## config.mk

```make
export PLATFORM = sky130hd
export DESIGN_NAME = control_wall
export DESIGN_NICKNAME = d
export VERILOG_FILES = /design/src/rtl/control_wall.sv
export SDC_FILE = /design/constraint.sdc
export NUM_CORES = 1
export LEC_CHECK = 0
export ABC_AREA = 0
export BUFFER_PORTS_ARGS = -buffer_cell sky130_fd_sc_hd__buf_2
export CAP_MARGIN = 25
export CORE_AREA = 4 4 50 52
export CTS_CLUSTER_DIAMETER = 50
export DETAILED_ROUTE_END_ITERATION = 8
export DIE_AREA = 0 0 54 56
export HOLD_SLACK_MARGIN = 0.12
export PLACE_DENSITY_LB_ADDON = 0.25
export SYNTH_ARGS = -nofsm -noshare
export SYNTH_HDL_FRONTEND = slang
export SYNTH_SLANG_ARGS = --single-unit
```

## constraint.sdc

```tcl
create_clock -name clk -period 2.4 [get_ports clk]
set_clock_uncertainty 0.2 [all_clocks]
set_input_delay 0.48 -clock clk [delete_from_list [all_inputs] [get_ports clk]]
set_output_delay 0.48 -clock clk [all_outputs]
set_load 0.02 [all_outputs]
```

## src/rtl/control_wall.sv

```systemverilog
// Wall sequencer: on each frame tick, erase the wall, move it, redraw it,
// and bump the score when it wraps past the left edge. All outputs are registered.
module control_wall #(
    parameter int WALL_WIDTH   = 10,
    parameter int SCREEN_H     = 120,
    parameter int WALL_X_SPEED = 4
) (
    input  logic       clk,
    input  logic       reset,
    input  logic       frame_tick,
    input  logic [7:0] wall_x,
    output logic [1:0] alu_select,
    output logic       ld_wall,
    output logic       ld_score,
    output logic       plot,
    output logic [3:0] x_off,
    output logic [6:0] y_off,
    output logic       busy,
    output logic       done
);

    typedef enum logic [2:0] {
        S_IDLE,
        S_DEL,
        S_UPDATE,
        S_DRAW,
        S_SCORE
    } state_t;

    localparam logic [1:0] ALU_UPDATE = 2'd0;
    localparam logic [1:0] ALU_DEL    = 2'd1;
    localparam logic [1:0] ALU_DRAW   = 2'd2;
    localparam logic [1:0] ALU_SCORE  = 2'd3;

    localparam logic [3:0] X_LAST = 4'(WALL_WIDTH - 1);
    localparam logic [6:0] Y_LAST = 7'(SCREEN_H - 1);
    localparam logic [8:0] SPEED  = 9'(WALL_X_SPEED);

    state_t     state_q, state_d;
    logic       pending_q, pending_d;
    logic       wrap_q, wrap_d;
    logic [1:0] alu_q, alu_d;
    logic       ld_wall_q, ld_wall_d;
    logic       ld_score_q, ld_score_d;
    logic       plot_q, plot_d;
    logic [3:0] x_q, x_d;
    logic [6:0] y_q, y_d;
    logic       busy_q, busy_d;
    logic       done_q, done_d;

    logic       last_px;
    logic [3:0] x_nxt;
    logic [6:0] y_nxt;

    // Raster scan: x inner, y outer; x wraps at the wall width, not at the counter width.
    always_comb begin
        last_px = (x_q == X_LAST) && (y_q == Y_LAST);
        x_nxt   = x_q + 4'd1;
        y_nxt   = y_q;
        if (x_q == X_LAST) begin
            x_nxt = 4'd0;
            y_nxt = y_q + 7'd1;
        end
    end

    always_comb begin
        state_d    = state_q;
        pending_d  = pending_q;
        wrap_d     = wrap_q;
        alu_d      = ALU_UPDATE;
        ld_wall_d  = 1'b0;
        ld_score_d = 1'b0;
        plot_d     = 1'b0;
        x_d        = 4'd0;
        y_d        = 7'd0;
        done_d     = 1'b0;

        // Only one tick can be remembered while a sequence is in flight.
        if (frame_tick && state_q != S_IDLE) pending_d = 1'b1;

        case (state_q)
            S_IDLE: begin
                if (frame_tick || pending_q) begin
                    state_d   = S_DEL;
                    pending_d = 1'b0;
                    alu_d     = ALU_DEL;
                    plot_d    = 1'b1;
                end
            end
            S_DEL: begin
                if (last_px) begin
                    state_d   = S_UPDATE;
                    ld_wall_d = 1'b1;
                end else begin
                    alu_d  = ALU_DEL;
                    plot_d = 1'b1;
                    x_d    = x_nxt;
                    y_d    = y_nxt;
                end
            end
            S_UPDATE: begin
                wrap_d  = ({1'b0, wall_x} < SPEED);
                state_d = S_DRAW;
                alu_d   = ALU_DRAW;
                plot_d  = 1'b1;
            end
            S_DRAW: begin
                if (last_px) begin
                    if (wrap_q) begin
                        state_d    = S_SCORE;
                        alu_d      = ALU_SCORE;
                        ld_score_d = 1'b1;
                    end else begin
                        state_d = S_IDLE;
                        done_d  = 1'b1;
                    end
                end else begin
                    alu_d  = ALU_DRAW;
                    plot_d = 1'b1;
                    x_d    = x_nxt;
                    y_d    = y_nxt;
                end
            end
            S_SCORE: begin
                wrap_d  = 1'b0;
                state_d = S_IDLE;
                done_d  = 1'b1;
            end
            default: state_d = S_IDLE;
        endcase

        busy_d = (state_d != S_IDLE);
    end

    always_ff @(posedge clk) begin
        if (reset) begin
            state_q    <= S_IDLE;
            pending_q  <= 1'b0;
            wrap_q     <= 1'b0;
            alu_q      <= ALU_UPDATE;
            ld_wall_q  <= 1'b0;
            ld_score_q <= 1'b0;
            plot_q     <= 1'b0;
            x_q        <= 4'd0;
            y_q        <= 7'd0;
            busy_q     <= 1'b0;
            done_q     <= 1'b0;
        end else begin
            state_q    <= state_d;
            pending_q  <= pending_d;
            wrap_q     <= wrap_d;
            alu_q      <= alu_d;
            ld_wall_q  <= ld_wall_d;
            ld_score_q <= ld_score_d;
            plot_q     <= plot_d;
            x_q        <= x_d;
            y_q        <= y_d;
            busy_q     <= busy_d;
            done_q     <= done_d;
        end
    end

    assign alu_select = alu_q;
    assign ld_wall    = ld_wall_q;
    assign ld_score   = ld_score_q;
    assign plot       = plot_q;
    assign x_off      = x_q;
    assign y_off      = y_q;
    assign busy       = busy_q;
    assign done       = done_q;

endmodule

```

==> impl_metrics.json <==
{
  "start_util_pct": 46.6,
  "dp_cells": 152,
  "crit_type": "flip-flop to flip-flop",
  "hp-class": "input port to flip-flop",
  "ctsResizeCount": 0,
  "seq_area_frac_synth_pct": 46.9,
  "grt_pass1_vias": 794,
  "ioPinCount": 29,
  "syn_area_per_cell_sq_um": 9.81,
  "cp_max_fo": 11,
  "period_share_pct": 78.6,
  "clkTransAtPathRegs_ns": 0.12,
  "cts_tree": "built",
  "grt_overflow": 0,
  "cp-start-kind": "flip-flop",
  "cts_root_buf": "clkbuf_4",
  "dpl.hpwl_mm": 1.43,
  "wl_per_cell_um": 11.9,
  "dr.pass1.iters": 4,
  "drv_cap": 0,
  "ys.warnings.count": 0,
  "maxSlewHeadroom_pct": 59.8,
  "viasPerCell": 5.26,
  "cts_setup_buffers": 0,
  "die_x_um": 54,
  "post-route-drc-count": 0,
  "die-area_sq_um": 3020,
  "postRouteAntennaNets": 0,
  "cts_sinks": 23,
  "nNetsFinal": 143,
  "die_h_um": 56,
  "syn_area_sq_um": 981,
  "power_density_nw_per_um2": 527,
  "grt_max_degree": 14,
  "path_cells": "ha_1, nand4b_4, o31ai_1, a21oi_1",
  "clk-insertion-delay-late_ns": 0.31,
  "ys_ff_latch": 23,
  "synth_cell_types": 34,
  "numPortBuffers": 26,
  "antenna_cells": 0,
  "critPathRequiredTime_ns": 2.38,
  "ir_drop_mv": 0.353,
  "num-fill-cells": 206,
  "antenna_found_initial": 0,
  "cp_slowest_stage_delay_ns": 0.59,
  "stdcell_count": 156,
  "end_kind": "flip-flop",
  "drive_gt1_share_pct": 28.1,
  "crit_arrival_ns": 1.86,
  "clk_path_buf_depth": 2,
  "rsz0062_at_grt": "no",
  "cp_slowest_cell": "o31ai_1",
  "grt_pass1_wl_mm": 3.19,
  "post-route-min-period_ns": 1.89,
  "num_vias": 821,
  "cts_buffers": 3,
  "htreeDepth": 1,
  "run_status": "finished, final reports clean",
  "worstMarginPinSlew_ns": 0.598,
  "leakagePower_uw": 0.000519,
  "setup_tns_ns": 0,
  "wl_mm": 1.86,
  "setup_viol": 0,
  "track_usage_pct": 13.9,
  "syn2layout_area_growth_pct": 17.7,
  "postCtsHoldBufs": 0,
  "fmax_mhz": 530,
  "rows": 17,
  "syn-num-nets": 114,
  "final_max_slew_viol_count": 0,
  "core_area_sq_um": 2110,
  "synthCells": 100,
  "gp_congestion": 0.811,
  "hold_violations": 0,
  "drtIter0Drc": 4
}
## final timing paths
kind,startpoint,to,slack [ns],depth (start not counted)
setup / recovery,x_off[0],y_off[4],0.51,4
hold / removal,reset,pending_q,0.23,2
setup reg to reg,x_off[0],y_off[4],0.51,4
hold reg to reg,x_off[0],x_off[0],0.30,1
## cells in the final DEF, fill, tap and decap left out, drive strengths merged
master / instances
ha: 3
nor3b: 1
nor4: 3
dfxtp: 23
a21oi: 6
o41ai: 1
a21o: 3
nand4b: 2
nand2: 6
nor2: 11
or3: 6
xor2: 2
nor4b: 2
or4b: 2
o21ai: 4
nand4: 1
a31oi: 1
or4: 1
o22ai: 1
xnor2: 2
o31ai: 1
or2b: 1
inv: 4
nand3: 3
nor3: 4
nand3b: 1
clkbuf: 3
buf: 26
mux2i: 3
clkinv: 1
## kinds of logic (layout without fill, tap and decap cells)
family                     after synthesis  after routing  synth area share (%)
xor gates and xnor gates                 4              4                  3.57
and+or+nand+nor                         44             44                  28.7
adders and majority gates                3              3                  3.83
muxes                                    3              3                  3.06
buffers and inverters                    6             34                  3.44
DFF                                     23             23                  46.9
AOI/OAI and AO/OA                       17             17                  10.5
## critical path: cells and delay by family, from the launching register on
| family | cells | cell delay [ns] |
|---|---|---|
| AOI/OAI and AO/OA | 2 | 0.68 |
| DFF | 1 | 0.42 |
| and+or+nand+nor | 1 | 0.20 |
| adders and majority gates | 1 | 0.26 |
## registers in the layout (all words and copies together) (netlist names), 2 cells and up
register	count
y_off	7
alu_select	2
x_off	4
state_q	3
## metrics by stage
stage	total power, uW	utilization, %	hold WS [ns]	worst slack (ns)	instance area (sq um)
floorplan	426	-	0.287	0.547	981
detailed placement	443	53.5	0.276	0.506	1130
CTS	618	54.8	0.215	0.474	1150
global placement	442	53.5	0.265	0.531	1130
finish	609	54.8	0.227	0.515	1150
global route	633	54.8	0.233	0.255	1150
## area by class of cell
type	instances	area, sq um	share of cell area [%]
Clock inverter	1	5.00	0.433
Multi-Input combinational cell	71	487	42.1
Clock buffer	3	22.5	1.95
Sequential cell	23	460	39.9
Timing Repair Buffer	26	130	11.3
Inverter	4	15.0	1.30
Tap cell	28	35.0	3.03
## metal layers
| metal | GRT usage [%] | vias to the layer above | share of wire [%] |
|---|---|---|---|
| li1 | - | 419 | - |
| met3 | 3.22 | 4 | 7.0 |
| met2 | 22.7 | 21 | 47 |
| met5 | 0 | - | 0 |
| met4 | 7.47 | 0 | 1.7 |
| met1 | 16.3 | 377 | 45 |
## synth_stat cells, drive strengths merged
cell type,n,area [sq um]
inv,4,15.0
nand3,3,15.0
a31oi,1,6.26
nand4b,2,32.5
buf,2,18.8
nand3b,1,7.51
o21ai,4,20.0
a21oi,6,30.0
or4,1,7.51
xor2,2,17.5
a21o,3,23.8
xnor2,2,17.5
or3,6,38.8
o22ai,1,6.26
nor2,11,41.3
nand4,1,6.26
nor3b,1,7.51
or2b,1,11.3
or4b,2,20.0
ha,3,37.5
dfxtp,23,460
nand2,6,22.5
mux2i,3,30.0
nor4b,2,17.5
o31ai,1,7.51
o41ai,1,8.76
nor4,3,33.8
nor3,4,20.0
## power breakdown
| group | internal [uW] | switching [uW] | total (uW) | leakage (uW) |
|---|---|---|---|---|
| sequential | 389 | 5.51 | 394 | 0.000187 |
| combinational | 15.5 | 24.0 | 39.4 | 0.000314 |
| clock | 62.2 | 113 | 175 | 0.0000177 |
Power figures use the tool's default switching activity.
